--- src/rtl/rv_muldiv_pkg.sv ---
// Shared types and opcode helpers for the iterative RV32M multiply/divide unit.
package rv_muldiv_pkg;

   typedef enum logic [2:0] {
      OP_MUL    = 3'b000,
      OP_MULH   = 3'b001,
      OP_MULHSU = 3'b010,
      OP_MULHU  = 3'b011,
      OP_DIV    = 3'b100,
      OP_DIVU   = 3'b101,
      OP_REM    = 3'b110,
      OP_REMU   = 3'b111
   } muldiv_op_e;

   typedef enum logic [1:0] {
      ST_IDLE  = 2'd0,
      ST_CALC  = 2'd1,
      ST_FIXUP = 2'd2,
      ST_DONE  = 2'd3
   } muldiv_state_e;

   function automatic logic is_div(input muldiv_op_e op);
      return op inside {OP_DIV, OP_DIVU, OP_REM, OP_REMU};
   endfunction

   function automatic logic is_signed_a(input muldiv_op_e op);
      return op inside {OP_MULH, OP_MULHSU, OP_DIV, OP_REM};
   endfunction

   function automatic logic is_signed_b(input muldiv_op_e op);
      return op inside {OP_MULH, OP_DIV, OP_REM};
   endfunction

endpackage

--- src/rtl/rv_muldiv_if.sv ---
// Request/response handshake bundle between the execute stage and the muldiv unit.
interface rv_muldiv_if #(
   parameter int unsigned XLEN = 32
);
   logic            in_valid;
   logic            in_ready;
   logic [2:0]      funct3;
   logic [XLEN-1:0] a;
   logic [XLEN-1:0] b;
   logic            out_valid;
   logic            out_ready;
   logic [XLEN-1:0] result;

   modport master (
      output in_valid, funct3, a, b, out_ready,
      input  in_ready, out_valid, result
   );

   modport slave (
      input  in_valid, funct3, a, b, out_ready,
      output in_ready, out_valid, result
   );
endinterface

--- src/rtl/muldiv_sign_fix.sv ---
// Combinational final stage: applies result signs and picks product half / quotient / remainder.
module muldiv_sign_fix
   import rv_muldiv_pkg::*;
#(
   parameter int unsigned XLEN = 32
) (
   input  muldiv_op_e        op_i,
   input  logic [2*XLEN-1:0] acc_i,
   input  logic              neg_i,
   input  logic              a_neg_i,
   input  logic              b_zero_i,
   output logic [XLEN-1:0]   result_c_o
);
   localparam int unsigned W2 = 2 * XLEN;

   logic [W2-1:0]   prod_fix;
   logic [XLEN-1:0] quo_fix;
   logic [XLEN-1:0] rem_fix;

   always_comb begin
      prod_fix   = neg_i ? W2'(0) - acc_i : acc_i;
      // divide-by-zero quotient must stay all ones regardless of operand signs
      quo_fix    = (neg_i && !b_zero_i) ? XLEN'(0) - acc_i[XLEN-1:0] : acc_i[XLEN-1:0];
      rem_fix    = a_neg_i ? XLEN'(0) - acc_i[W2-1:XLEN] : acc_i[W2-1:XLEN];
      result_c_o = prod_fix[XLEN-1:0];
      unique case (op_i)
         OP_MUL:                       result_c_o = prod_fix[XLEN-1:0];
         OP_MULH, OP_MULHSU, OP_MULHU: result_c_o = prod_fix[W2-1:XLEN];
         OP_DIV, OP_DIVU:              result_c_o = quo_fix;
         OP_REM, OP_REMU:              result_c_o = rem_fix;
         default:                      result_c_o = prod_fix[XLEN-1:0];
      endcase
   end
endmodule

--- src/rtl/rv_muldiv_unit.sv ---
// Iterative RV32M multiply/divide unit, one bit per cycle, valid/ready on both sides.
// MULDIV_EARLY_OUT_EN: trivial ops (zero operands, divide-by-zero, DIV overflow) skip the iteration.
module rv_muldiv_unit
   import rv_muldiv_pkg::*;
#(
   parameter int unsigned XLEN = 32
) (
   input logic         clk,
   input logic         reset,
   input logic         kill,
   rv_muldiv_if.slave  bus
);
   localparam int unsigned CNT_W = $clog2(XLEN + 1);
   localparam int unsigned W2    = 2 * XLEN;

   muldiv_state_e   state_q;
   muldiv_op_e      op_q;
   logic [CNT_W-1:0] cnt_q;
   logic [XLEN-1:0] opnd_q;
   logic [XLEN-1:0] result_q;
   logic [W2-1:0]   acc_q;
   logic            neg_q;
   logic            a_neg_q;
   logic            b_zero_q;
   logic            out_valid_q;
   logic            in_ready_q;

   muldiv_op_e      op_in;
   logic            a_neg_in;
   logic            b_neg_in;
   logic [XLEN-1:0] a_abs;
   logic [XLEN-1:0] b_abs;
   logic [XLEN-1:0] opnd_in;
   logic [W2-1:0]   acc_in;

   // Operand magnitudes; acc holds the multiplier (MUL*) or dividend (DIV*) in its low half
   always_comb begin
      op_in    = muldiv_op_e'(bus.funct3);
      a_neg_in = is_signed_a(op_in) & bus.a[XLEN-1];
      b_neg_in = is_signed_b(op_in) & bus.b[XLEN-1];
      a_abs    = a_neg_in ? XLEN'(0) - bus.a : bus.a;
      b_abs    = b_neg_in ? XLEN'(0) - bus.b : bus.b;
      if (is_div(op_in)) begin
         opnd_in = b_abs;
         acc_in  = {{XLEN{1'b0}}, a_abs};
      end else begin
         opnd_in = a_abs;
         acc_in  = {{XLEN{1'b0}}, b_abs};
      end
   end

   logic [XLEN:0] mul_sum;
   logic [XLEN:0] div_sh;
   logic [XLEN:0] div_diff;
   logic [W2-1:0] acc_step;

   // One iteration: shift-add for multiply, restoring subtract for divide
   always_comb begin
      mul_sum  = {1'b0, acc_q[W2-1:XLEN]} + (acc_q[0] ? {1'b0, opnd_q} : (XLEN+1)'(0));
      div_sh   = acc_q[W2-1:XLEN-1];
      div_diff = div_sh - {1'b0, opnd_q};
      if (!is_div(op_q))
         acc_step = {mul_sum, acc_q[XLEN-1:1]};
      else if (div_diff[XLEN])
         acc_step = {acc_q[W2-2:0], 1'b0};
      else
         acc_step = {div_diff[XLEN-1:0], acc_q[XLEN-2:0], 1'b1};
   end

   logic [XLEN-1:0] fix_result;

   muldiv_sign_fix #(.XLEN(XLEN)) u_sign_fix (
      .op_i       (op_q),
      .acc_i      (acc_q),
      .neg_i      (neg_q),
      .a_neg_i    (a_neg_q),
      .b_zero_i   (b_zero_q),
      .result_c_o (fix_result)
   );

`ifdef MULDIV_EARLY_OUT_EN
   logic            early_c;
   logic [XLEN-1:0] early_res;

   always_comb begin
      early_c   = 1'b0;
      early_res = '0;
      if (is_div(op_in)) begin
         if (bus.b == '0) begin
            early_c   = 1'b1;
            early_res = (op_in inside {OP_DIV, OP_DIVU}) ? '1 : bus.a;
         end else if ((op_in inside {OP_DIV, OP_REM}) &&
                      (bus.a == {1'b1, {(XLEN-1){1'b0}}}) && (&bus.b)) begin
            early_c   = 1'b1;
            early_res = (op_in == OP_DIV) ? bus.a : '0;
         end
      end else if ((bus.a == '0) || (bus.b == '0)) begin
         early_c = 1'b1;
      end
   end
`endif

   always_ff @(posedge clk) begin
      if (!reset) begin
         state_q     <= ST_IDLE;
         op_q        <= OP_MUL;
         cnt_q       <= '0;
         opnd_q      <= '0;
         acc_q       <= '0;
         neg_q       <= 1'b0;
         a_neg_q     <= 1'b0;
         b_zero_q    <= 1'b0;
         result_q    <= '0;
         out_valid_q <= 1'b0;
         in_ready_q  <= 1'b1;
      end else if (kill) begin
         state_q     <= ST_IDLE;
         cnt_q       <= '0;
         out_valid_q <= 1'b0;
         in_ready_q  <= 1'b1;
      end else begin
         unique case (state_q)
            ST_IDLE: begin
               if (bus.in_valid) begin
                  op_q       <= op_in;
                  opnd_q     <= opnd_in;
                  acc_q      <= acc_in;
                  neg_q      <= a_neg_in ^ b_neg_in;
                  a_neg_q    <= a_neg_in;
                  b_zero_q   <= (bus.b == '0);
                  cnt_q      <= '0;
                  in_ready_q <= 1'b0;
`ifdef MULDIV_EARLY_OUT_EN
                  if (early_c) begin
                     result_q <= early_res;
                     state_q  <= ST_DONE;
                  end else begin
                     state_q  <= ST_CALC;
                  end
`else
                  state_q    <= ST_CALC;
`endif
               end
            end
            ST_CALC: begin
               acc_q <= acc_step;
               cnt_q <= cnt_q + CNT_W'(1);
               if (cnt_q == CNT_W'(XLEN - 1))
                  state_q <= ST_FIXUP;
            end
            ST_FIXUP: begin
               result_q <= fix_result;
               state_q  <= ST_DONE;
            end
            ST_DONE: begin
               // result settles one edge before out_valid is raised
               if (!out_valid_q) begin
                  out_valid_q <= 1'b1;
               end else if (bus.out_ready) begin
                  out_valid_q <= 1'b0;
                  in_ready_q  <= 1'b1;
                  state_q     <= ST_IDLE;
               end
            end
            default: state_q <= ST_IDLE;
         endcase
      end
   end

   assign bus.in_ready  = in_ready_q;
   assign bus.out_valid = out_valid_q;
   assign bus.result    = result_q;

endmodule

--- src/flat_wrapper.sv ---
// flat-port wrapper written by rule: the top's interface ports become plain ports
module rv_muldiv_unit_flat import rv_muldiv_pkg::*;
#(
   parameter int unsigned XLEN = 32
)
  (clk, reset, kill, bus_in_valid, bus_funct3, bus_a, bus_b, bus_out_ready, bus_in_ready, bus_out_valid, bus_result);
  rv_muldiv_if #(.XLEN(XLEN)) bus_i ();
  input logic clk;
  input logic reset;
  input logic kill;
  input wire logic [$bits(bus_i.in_valid)-1:0] bus_in_valid;
  input wire logic [$bits(bus_i.funct3)-1:0] bus_funct3;
  input wire logic [$bits(bus_i.a)-1:0] bus_a;
  input wire logic [$bits(bus_i.b)-1:0] bus_b;
  input wire logic [$bits(bus_i.out_ready)-1:0] bus_out_ready;
  output wire logic [$bits(bus_i.in_ready)-1:0] bus_in_ready;
  output wire logic [$bits(bus_i.out_valid)-1:0] bus_out_valid;
  output wire logic [$bits(bus_i.result)-1:0] bus_result;
  assign bus_i.in_valid = bus_in_valid;
  assign bus_i.funct3 = bus_funct3;
  assign bus_i.a = bus_a;
  assign bus_i.b = bus_b;
  assign bus_i.out_ready = bus_out_ready;
  assign bus_in_ready = bus_i.in_ready;
  assign bus_out_valid = bus_i.out_valid;
  assign bus_result = bus_i.result;
  rv_muldiv_unit #(.XLEN(XLEN)) u_core (.clk(clk), .reset(reset), .kill(kill), .bus(bus_i));
endmodule
--- config.mk ---
export PLATFORM = sky130hd
export DESIGN_NAME = rv_muldiv_unit_flat
export DESIGN_NICKNAME = d
export VERILOG_FILES = /design/src/rtl/rv_muldiv_pkg.sv /design/src/rtl/rv_muldiv_if.sv /design/src/rtl/muldiv_sign_fix.sv /design/src/rtl/rv_muldiv_unit.sv /design/src/flat_wrapper.sv
export SDC_FILE = /design/constraint.sdc
export NUM_CORES = 1
export LEC_CHECK = 0
export BUFFER_PORTS_ARGS = -buffer_cell sky130_fd_sc_hd__buf_4
export CORE_MARGIN = 3
export CORE_UTILIZATION = 31
export CTS_CLUSTER_SIZE = 16
export DETAILED_ROUTE_END_ITERATION = 7
export SETUP_SLACK_MARGIN = 0.3
export SYNTH_ARGS = -nofsm -noshare
export SYNTH_HDL_FRONTEND = slang
export SYNTH_SLANG_ARGS = --single-unit
--- constraint.sdc ---
create_clock -name clk -period 6.9 [get_ports clk]
set_input_delay 0 -clock clk [delete_from_list [all_inputs] [get_ports clk]]
set_output_delay 0 -clock clk [all_outputs]
set_load 0.01 [all_outputs]
# Yosys cells after proc, flatten, opt, wreduce, memory -nomap -nowiden

Index checks and enable logic that the tools add are counted.

Memory bits (writable): 0
Logic and storage cells: 92
ROM bits: 0
Register bits after elaboration: 144
Memories: 0
Latch bits: 0
Input port bits: 72

Equal/unequal tests: 21
$lt $le $gt $ge: 0
Divide/modulo/power cells: 0
Mux-type cells: 26
Shift operators: 0
Reduce and logical (&&, ||, !) cells: 21
Bitwise gates (word level): 5
$mul: 0
$add $sub $neg: 8

Operators by type and width:

| kind                                                | count |
|---|---|
| 2-to-1 mux 64 bit                                   | 4 |
| 2-to-1 mux 32 bit                                   | 7 |
| one-hot mux 32 bit (4 select lines)                 | 1 |
| one-hot mux 64 bit (2 select lines)                 | 1 |
| subtractor 1 x 32 -> 32 bit, first input constant   | 4 |
| subtractor 1 x 64 -> 64 bit, first input constant   | 1 |
| adder 32 x 33 -> 33 bit                             | 1 |
| subtractor 33 x 32 -> 33 bit                        | 1 |
| zero test 32 bit                                    | 1 |
| equality test 3 bit, second input constant          | 8 |
| one-hot mux 6 bit (2 select lines)                  | 1 |
| nonzero test 4 bit                                  | 3 |
| equality test 3 x 2 -> 1 bit, second input constant | 3 |
| 2-to-1 mux 2 bit                                    | 4 |
| one-hot mux 2 bit (4 select lines)                  | 1 |
| AND reduction 4 bit                                 | 2 |
| adder 6 x 1 -> 6 bit, second input constant         | 1 |
| equality test 3 x 1 -> 1 bit, second input constant | 2 |
| equality test 6 x 5 -> 1 bit, second input constant | 1 |
| 2-to-1 mux 6 bit                                    | 1 |
| AND reduction 3 bit                                 | 2 |
| OR reduction 2 bit                                  | 3 |
| 2-to-1 mux 1 bit                                    | 5 |
| equality test 2 bit, second input constant          | 2 |
| other kinds (15)                                    | 21 |

# Depth between registers and ports, before layout

Gate-level depths: netlist (run 1).

Depth in word-level cells: 7
Depth in mapped cells: 14
Gate-level depth less buffers: 13

# Modules after synthesis

From an unflattened synthesis (run 1), not the netlist that was laid out.

Cells, all modules: 2139
Area, all modules: 14951.8 um^2

By module, submodules not included:

| module          | sequential area each (um^2) | cells each | area an instance (um^2) | instances |
|---|---|---|---|---|
| rv_muldiv_unit  | 2882.8                      | 1629       | 11802.6                 | 1 |
| muldiv_sign_fix | 0.0                         | 510        | 3149.3                  | 1 |

# Worst setup path before layout (run 1)

No wires, ideal clock.

Path type: register -> register
From: reg u_core.acc_q[32]
To: reg u_core.result_q[28], in the netlist u_core.bus.result[28]
Setup time: 0.117 ns
Arrival time: 3.230 ns
Clock period less this slack: 3.347 ns
Path buffers: 1
Data required time: 6.783 ns
Stages on the path, launching flop included: 12
Setup slack: 3.553 ns
Cells stage by stage: dfxtp_1 -> clkbuf_1 -> inv_1 -> ha_1 -> or3b_2 -> or4b_1 -> or4_4 -> or3_4 -> o21ai_2 -> xnor2_1 -> a311oi_1 -> a32o_1

Cells in the longest elaborated chain, start to end: 3
Elaborated cells between the ends (all ways): 5

RTL lines:

| element                                                                           | line                                         | source |
|---|---|---|
| start, declared                                                                   | rv_muldiv_unit.sv:21                         | `logic [W2-1:0] acc_q;` |
| start signal, assigned                                                            | rv_muldiv_unit.sv:127                        | `acc_q <= acc_in;` |
| start signal, assigned                                                            | rv_muldiv_unit.sv:146                        | `acc_q <= acc_step;` |
| subtractor 1 x 64 -> 64 bit / subtractor 1 x 32 -> 32 bit (equally long branches) | muldiv_sign_fix.sv:21, muldiv_sign_fix.sv:24 |  |
| 2-to-1 mux 64 bit / 2-to-1 mux 32 bit (equally long branches)                     | muldiv_sign_fix.sv:21, muldiv_sign_fix.sv:24 |  |
| one-hot mux 32 bit (4 select lines) (*)                                           | muldiv_sign_fix.sv:26                        | `unique case (op_i)` |
| end signal, assigned                                                              | rv_muldiv_unit.sv:152                        | `result_q <= fix_result;` |
| end, declared                                                                     | rv_muldiv_unit.sv:20                         | `logic [XLEN-1:0] result_q;` |

Every way passes the cells marked *; elsewhere a longest branch is shown, timed or not.
A chain may end at the register's enable or synchronous reset.

# Worst setup path in the final report (run 1)

From: reg u_core.acc_q[36]
To: reg u_core.acc_q[48]

Cells in the longest elaborated chain, start to end: 4
Elaborated cells between the ends (all ways): 5

RTL lines:

| element                                 | line                  | source |
|---|---|---|
| subtractor 33 x 32 -> 33 bit            | rv_muldiv_unit.sv:61  | `div_diff = div_sh - {1'b0, opnd_q};` |
| 2-to-1 mux 64 bit                       | rv_muldiv_unit.sv:64  | `else if (div_diff[XLEN])` |
| 2-to-1 mux 64 bit (*)                   | rv_muldiv_unit.sv:62  | `if (!is_div(op_q))` |
| one-hot mux 64 bit (2 select lines) (*) | rv_muldiv_unit.sv:122 | `unique case (state_q)` |

Marked as above.

==> results of run 1 <==
## flip-flops by register name, indices dropped and copies added, names as in the netlist
signal                count
u_core.a_neg_q            1
u_core.acc_q             64
u_core.b_zero_q           1
u_core.bus.in_ready       1
u_core.bus.out_valid      1
u_core.bus.result        32
u_core.cnt_q              6
u_core.neg_q              1
u_core.op_q               3
u_core.opnd_q            32
u_core.state_q            2
## layout make-up
cell class	count	area, um^2	share of cell area, %
multi-input cells	1752	11300	66.9
flip-flops and latches	144	2890	17.1
repair buffers	136	1040	6.14
well taps	615	769	4.56
clock buffers	17	425	2.52
inverters	73	274	1.62
clock inverters	15	184	1.09
## repair_timing
action	4_1_cts	5_1_grt
hold buffers	6	0
resized for setup	0	0
endpoints found under the hold margin	6	0
## logic make-up after synthesis
family / share of synthesized area [%]
AO/OA/AOI/OAI: 29.2
multiplexers: 4.83
buffers and inverters: 6.34
flip-flops: 19.1
XOR/XNOR: 13.1
adder cells (fa/ha/maj): 6.31
AND/OR/NAND/NOR: 21.1
## how the worst max path moves through the flow
stage                startpoint               endpoint  slack (ns)  depth (start not counted)
6_report       u_core.acc_q[36]       u_core.acc_q[48]        2.41                         11
4_1_cts        u_core.acc_q[36]       u_core.acc_q[48]        2.40                         11
2_1_floorplan  u_core.acc_q[32]  u_core.bus.result[28]        3.55                         11
5_1_grt        u_core.acc_q[36]       u_core.acc_q[48]        2.21                         11
3_3_place_gp   u_core.acc_q[36]       u_core.acc_q[48]        2.44                         11
3_5_place_dp   u_core.acc_q[36]       u_core.acc_q[48]        2.46                         11
## layout by cell type (no fill, tap or decap), types with 17 or more instances in the layout
cell type    n
or3_1       22
nor4_1      17
a22oi_1     18
clkbuf_16   17
a31oi_1     26
a21oi_1    195
nand2_1    215
o31ai_1     41
o22ai_1     17
a21o_1      36
a211oi_1    39
mux2i_1     47
xnor2_1    128
buf_4      130
xor2_1      98
ha_1        73
dfxtp_1    142
mux2_2      23
inv_1       71
o211ai_1    37
nand3_1     38
nor2_1     210
o21ai_0    175
nor3_1      48
nand2b_1    25
## per-stage QoR
stage          instance area (um^2)  util, %  total power, mW
2_1_floorplan                 15100        -             1.52
3_3_place_gp                  16200     33.8             1.81
3_5_place_dp                  16200     33.8             1.81
4_1_cts                       16900     35.2             2.81
5_1_grt                       16900     35.2             2.94
6_report                      16900     35.2             2.83
## power breakdown
group | leakage (nW) | internal, mW | switching [mW]
Combinational | 5.14 | 0.324 | 0.568
Clock | 0.302 | 0.552 | 0.450
Sequential | 1.17 | 0.865 | 0.0699
Total | 6.61 | 1.74 | 1.09
## metal layers
metal / track usage (%) / up-vias / wire [um]
met3: 4.73 / 125 / 5290
met2: 34.5 / 824 / 25500
li1: - / 7683 / -
met4: 8.88 / 4 / 2400
met5: 0 / - / 24
met1: 31.2 / 7774 / 26700
## worst register-to-register path, delay by kind of cell, from the launching register on
kind | cells | cell delay, ns
compound gates | 5 | 2.18
fa+ha+maj | 1 | 0.36
buf+inv | 1 | 0.54
flops | 1 | 0.52
mux | 1 | 0.24
simple gates | 3 | 0.56
==> results.sh, run 1 <==
export IMPL_coreArea_um2=47900
export IMPL_fill_cells=5066
export IMPL_synth_nets=2291
export IMPL_drive_gt1_share_pct=10.2
export IMPL_hpwlAfterDp_um=46000
export IMPL_cp_data_arrival_time_ns=4.84
export IMPL_via_per_inst=5.96
export IMPL_p_leak_nw=6.61
export IMPL_async_reset_ff_share_pct=0
export IMPL_fp_row_count=80
export IMPL_drt_total_wl_um=59900
export IMPL_synth_edf_count=0
export IMPL_cts_root_buffer="clkbuf_16"
export IMPL_cap_violations=0
export IMPL_ir_drop_mv=0.188
export IMPL_slowest_stage="a311oi_4"
export IMPL_grt_ovfl_total=0
export IMPL_drv_slew=0
export IMPL_whs_endpoint="u_core.bus.in_ready"
export IMPL_tightest_slew_ns=1.19
export IMPL_fmax_ghz=0.223
export IMPL_post_route_period_util_pct=65.1
export IMPL_grt_pass1_vias=15000
export IMPL_holdWs_ns=0.0170
export IMPL_cp_end_kind="register"
export IMPL_critical_path_max_stage_delay_ns=1.06
export IMPL_crit_path_start_kind="register"
export IMPL_min_path_type="in2reg"
export IMPL_port_buffers=105
export IMPL_hold_viol_final=0
export IMPL_yosysMostFrequentCell="nand2_1"
export IMPL_clk_pin_slew_ns=0.07
export IMPL_drtIter0Drc=1869
export IMPL_place_gp_congestion=0.975
export IMPL_dp_slack_ns=2.46
export IMPL_ioPinCount=106
export IMPL_crit_type="reg2reg"
export IMPL_area_growth_pct=11.7
export IMPL_rsz0062_at_grt="no"
export IMPL_status="completed"
export IMPL_antenna_found_initial=2
export IMPL_synth_area_um2=15100
export IMPL_worst_ep_required_time_ns=7.24
export IMPL_slew_headroom_pct=20.4
export IMPL_grt_max_degree=70
export IMPL_yosys_warnings=0
export IMPL_synth_area_leaders="dfxtp_1, xnor2_1, a21oi_1, ha_1, o21ai_0"
export IMPL_synth_top_cell_area_share_pct=19.1
export IMPL_whs_path_depth=4
export IMPL_fin_cells=2752
export IMPL_skew_ns=0.0128
export IMPL_grt_pass1_wl_um=90200
export IMPL_htreeDepth=4
export IMPL_start_util_pct=31.5
export IMPL_numCtsBuffers=17
export IMPL_r2r_cells=11
export IMPL_worstSkewPairLatency_ns=0.46
export IMPL_path_delay_family="compound AO/OA/AOI/OAI gates"
export IMPL_synth_area_per_cell_um2=7.04
export IMPL_route_detailed_drc=0
export IMPL_synth_yosys_seq_area_share_pct=19.1
export IMPL_place_inst=2714
export IMPL_wl_per_cell_um=21.8
export IMPL_yosys_cell_types_count=80
export IMPL_p_per_area_nw_per_um2=168
export IMPL_cts_sinks=144
export IMPL_layout_min_cycle_time_ns=4.49
export IMPL_synth_area_leader_cell="dfxtp_1"
export IMPL_reg2reg_from="u_core.acc_q[36]"
export IMPL_setup_violations=0
export IMPL_diodes=0
export IMPL_vias=16400
export IMPL_antenna_left=0
export IMPL_holdCritStartpoint="bus_in_valid"
export IMPL_cts_tree="done"
export IMPL_synthCells=2144
export IMPL_cp_num_buf_inv=1
export IMPL_ys_ff_latch=144
export IMPL_dieArea_um2=51400
export IMPL_fin_ws_ns=2.41
export IMPL_grtUsageTotal_pct=22.6
export IMPL_r2r_setup_slack_ns=2.41
export IMPL_fp_dieH_um=227
export IMPL_synth_flop_cell="dfxtp_1"
export IMPL_post_cts_buffers=0
export IMPL_cp_max_fo=25
export IMPL_clockBufferDepth=2
export IMPL_synth_common_cells="nand2_1, nor2_1, a21oi_1"
export IMPL_dr_pass1_iters=6
export IMPL_fp_dieW_um=227
export IMPL_nets=2271
export IMPL_crit_chain="ha_1, a21o_1, a211o_1, o211ai_1, nand4_1, and2_0, a311oi_4, buf_4, mux2i_1, nor2_1, a221o_1"
export IMPL_tns_ns=0
export IMPL_r2r_end="u_core.acc_q[48]"
Power figures use the tool's default switching activity.
==> run 2, diff against run 1 <==
--- a/config.mk
+++ b/config.mk
@@ -5,6 +5,7 @@
 export SDC_FILE = /design/constraint.sdc
 export NUM_CORES = 1
 export LEC_CHECK = 0
+export ABC_AREA = 1
 export BUFFER_PORTS_ARGS = -buffer_cell sky130_fd_sc_hd__buf_4
 export CORE_MARGIN = 3
 export CORE_UTILIZATION = 31
==> constraint.sdc (replaced) <==
create_clock -name clk -period 4.7 [get_ports clk]
set_input_delay 0 -clock clk [delete_from_list [all_inputs] [get_ports clk]]
set_output_delay 0 -clock clk [all_outputs]
set_load 0.01 [all_outputs]
==> run 2 against run 1 <==
  * Worst setup slack worse by 1.4 ns
  * Count of clock-buffer cells in the layout rose by 1
  * Worst hold slack improved by 0.0032 ns
  * Sequential share of layout area decreased by 2.7 points
  * Combinational power is 120% higher
  * Synthesized cell count up 53%
  * Via count grew 33%
  * Largest cell class unchanged
  * Largest power group is now combinational logic
  * Die area grew 17%
  * Sequential cell count is the same
==> results.sh, run 2 <==
export IMPL_skew_ns=0.0166
export IMPL_htreeDepth=4
export IMPL_async_reset_ff_share_pct=0
export IMPL_pwr_share_seq_pct=28.3
export IMPL_cts_root_buffer="clkbuf_16"
export IMPL_fp_dieH_um=245
export IMPL_slowest_stage="nand2_2"
export IMPL_antenna_found_initial=2
export IMPL_setup_violations=0
export IMPL_wl_per_cell_um=19.0
export IMPL_drtIter0Drc=2863
export IMPL_antenna_left=0
export IMPL_grtUsageTotal_pct=25.2
export IMPL_synth_simple_area_share_pct=41.0
export IMPL_cp_max_fo=38
export IMPL_fp_row_count=86
export IMPL_port_buffers=105
export IMPL_cts_tree="done"
export IMPL_synth_yosys_seq_area_share_pct=16.3
export IMPL_grt_max_degree=97
export IMPL_grt_pass1_vias=19500
export IMPL_crit_path_start_kind="register"
export IMPL_synthAdderAreaFrac_pct=5.39
export IMPL_ys_ff_latch=144
export IMPL_yosys_cell_types_count=56
export IMPL_final_common_cell="nand2_1"
export IMPL_area_growth_pct=12.8
export IMPL_ir_drop_mv=0.210
export IMPL_synth_mux_area_share_pct=0
export IMPL_cts_resized=0
export IMPL_slew_headroom_pct=31.9
export IMPL_coreArea_um2=55700
export IMPL_synth_area_um2=17700
export IMPL_tightest_slew_ns=1.02
export IMPL_synth_area_leader_cell="nand2_1"
export IMPL_final_core_util_pct=35.8
export IMPL_r2r_setup_slack_ns=1.04
export IMPL_drt_total_wl_um=77700
export IMPL_hpwlAfterDp_um=62500
export IMPL_fmax_ghz=0.274
export IMPL_holdWs_ns=0.0202
export IMPL_largest_register_ffs=64
export IMPL_fill_cells=6451
export IMPL_crit_type="reg2reg"
export IMPL_clk_pin_slew_ns=0.08
export IMPL_regMostFlops="u_core.acc_q"
export IMPL_worstSkewPairLatency_ns=0.47
export IMPL_drv_slew=0
export IMPL_synth_compound_area_share_pct=19.3
export IMPL_grt_ovfl_total=0
export IMPL_p_comb_share_pct=40.7
export IMPL_post_route_period_util_pct=77.8
export IMPL_yosys_warnings=0
export IMPL_power_clock_fraction_pct=31.0
export IMPL_p_leak_nw=9.78
export IMPL_critical_path_max_stage_delay_ns=0.53
export IMPL_dieArea_um2=59900
export IMPL_p_per_area_nw_per_um2=242
export IMPL_place_gp_congestion=1.06
export IMPL_vias=21800
export IMPL_synth_area_leaders="nand2_1, dfxtp_1, inv_1, nand3_1, a21oi_1"
export IMPL_nets=3468
export IMPL_critPathMostFrequentCell="nand2_1"
export IMPL_fp_dieW_um=245
export IMPL_synth_flop_cell="dfxtp_1"
export IMPL_via_per_inst=5.34
export IMPL_start_util_pct=31.7
export IMPL_yosysMostFrequentCell="nand2_1"
export IMPL_hold_viol_final=0
export IMPL_rsz0062_at_grt="no"
export IMPL_switchingPower_mw=2.11
export IMPL_cp_end_kind="register"
export IMPL_drive_gt1_share_pct=7.23
export IMPL_synthCells=3272
export IMPL_placed_area_um2=19200
export IMPL_cap_violations=0
export IMPL_fin_cells=4082
export IMPL_synthXorXnorAreaFrac_pct=4.46
export IMPL_min_path_type="in2reg"
export IMPL_diodes=0
export IMPL_ioPinCount=106
export IMPL_worst_ep_required_time_ns=5.01
export IMPL_synth_area_per_cell_um2=5.40
export IMPL_synth_common_cells="nand2_1, inv_1, nor2_1"
export IMPL_switching_share_pct=43.7
export IMPL_clockBufferDepth=2
export IMPL_grt_pass1_wl_um=117000
export IMPL_route_detailed_drc=0
export IMPL_synth_nets=3419
export IMPL_synth_top_family_by_area="simple AND/OR/NAND/NOR gates"
export IMPL_cp_data_arrival_time_ns=3.96
export IMPL_status="completed"
export IMPL_crit_chain="inv_1, ha_1, fa_1, inv_1, nand2_1, nand2_1, nand3_1, nand2_2, nand2_1, nand2_2, nand2_2, nand3_2, buf_4, nand2_2, o21ai_0, nand2_1, nand2_1, a21oi_1"
export IMPL_layout_min_cycle_time_ns=3.66
export IMPL_post_cts_buffers=0
export IMPL_place_inst=4036
export IMPL_tns_ns=0
export IMPL_final_cell_mix="nand2_1, inv_1, nor2_1, nand3_1, a21oi_1"
export IMPL_dr_pass1_iters=8
export IMPL_synth_top_cell_area_share_pct=19.3
export IMPL_final_area_um2=19900
export IMPL_synth_edf_count=0
export IMPL_cts_sinks=144
export IMPL_numCtsBuffers=17
export IMPL_internal_power_mw=2.72
run 2: cell count changes after synthesis, moves of 25 or more:
cell / delta
nand2_1: +692
inv_1: +401
nand3_1: +273
nor2_1: +130
xnor2_1: -118
a21oi_1: +78
clkbuf_1: -70
mux2i_1: -47
nand4_1: +42
o21ai_0: +40
a211oi_1: -36
o31ai_1: -35
a21o_1: -25
nand2b_1: -25
run 2: layout make-up:
class / instances / area, um^2 / area share, %
Clock buffer: 18 / 439 / 2.20
Clock inverter: 14 / 189 / 0.947
Inverter: 498 / 1870 / 9.37
Multi-Input combinational cell: 2506 / 12400 / 62.3
Sequential cell: 144 / 2890 / 14.5
Tap cell: 748 / 936 / 4.69
Timing Repair Buffer: 154 / 1190 / 5.97
run 2: layer usage:
| layer | GRT usage [%] | share of wire (%) |
|---|---|---|
| met2 | 36.4 | 40 |
| met5 | 0 | 0.040 |
| met4 | 14.6 | 6.5 |
| met1 | 35.0 | 44 |
| met3 | 4.52 | 9.5 |
run 2: power groups by stage:
stage / clock network, mW / registers [mW] / logic (mW)
floorplan: 0 / 1.36 / 1.29
detailed placement: 0 / 1.39 / 1.90
global route: 1.55 / 1.37 / 2.14
finish: 1.50 / 1.37 / 1.96
global placement: 0 / 1.39 / 1.91
CTS: 1.51 / 1.36 / 1.92
run 2: repair_timing:
item	4_1_cts	5_1_grt
hold buffers	14	0
endpoints found under the setup margin	0	0
hold endpoints to repair	15	0
run 2: path summary, 6_finish.rpt:
| path | startpoint | to | cells past startpoint |
|---|---|---|---|
| setup reg to reg | u_core.acc_q[31] | u_core.acc_q[48] | 18 |
| hold / removal | bus_b[0] | u_core.opnd_q[0] | 3 |
| setup / recovery | u_core.acc_q[31] | u_core.acc_q[48] | 18 |
| hold reg to reg | u_core.bus.out_valid | u_core.bus.out_valid | 2 |
run 2: logic make-up (layout without fill, tap and decap cells):
logic type | count (synthesis) | after routing
and+or+nand+nor | 1717 | 1717
adders and majority gates | 75 | 75
buffers and inverters | 622 | 684
AOI/OAI and AO/OA | 624 | 624
xor gates and xnor gates | 90 | 90
DFF | 144 | 144
run 2: stage by stage:
step,power (mW),worst slack (ns)
3_3_place_gp,3.30,1.30
5_1_grt,5.07,0.841
4_1_cts,4.78,1.16
2_1_floorplan,2.65,2.11
6_report,4.83,1.04
3_5_place_dp,3.29,1.19
run 2: worst max-delay path, delay by kind of cell (launching register included):
kind / cells / cell delay (ns)
simple gates: 11 / 1.35
fa+ha+maj: 2 / 0.67
buf+inv: 3 / 0.53
flops: 1 / 0.50
compound gates: 2 / 0.42
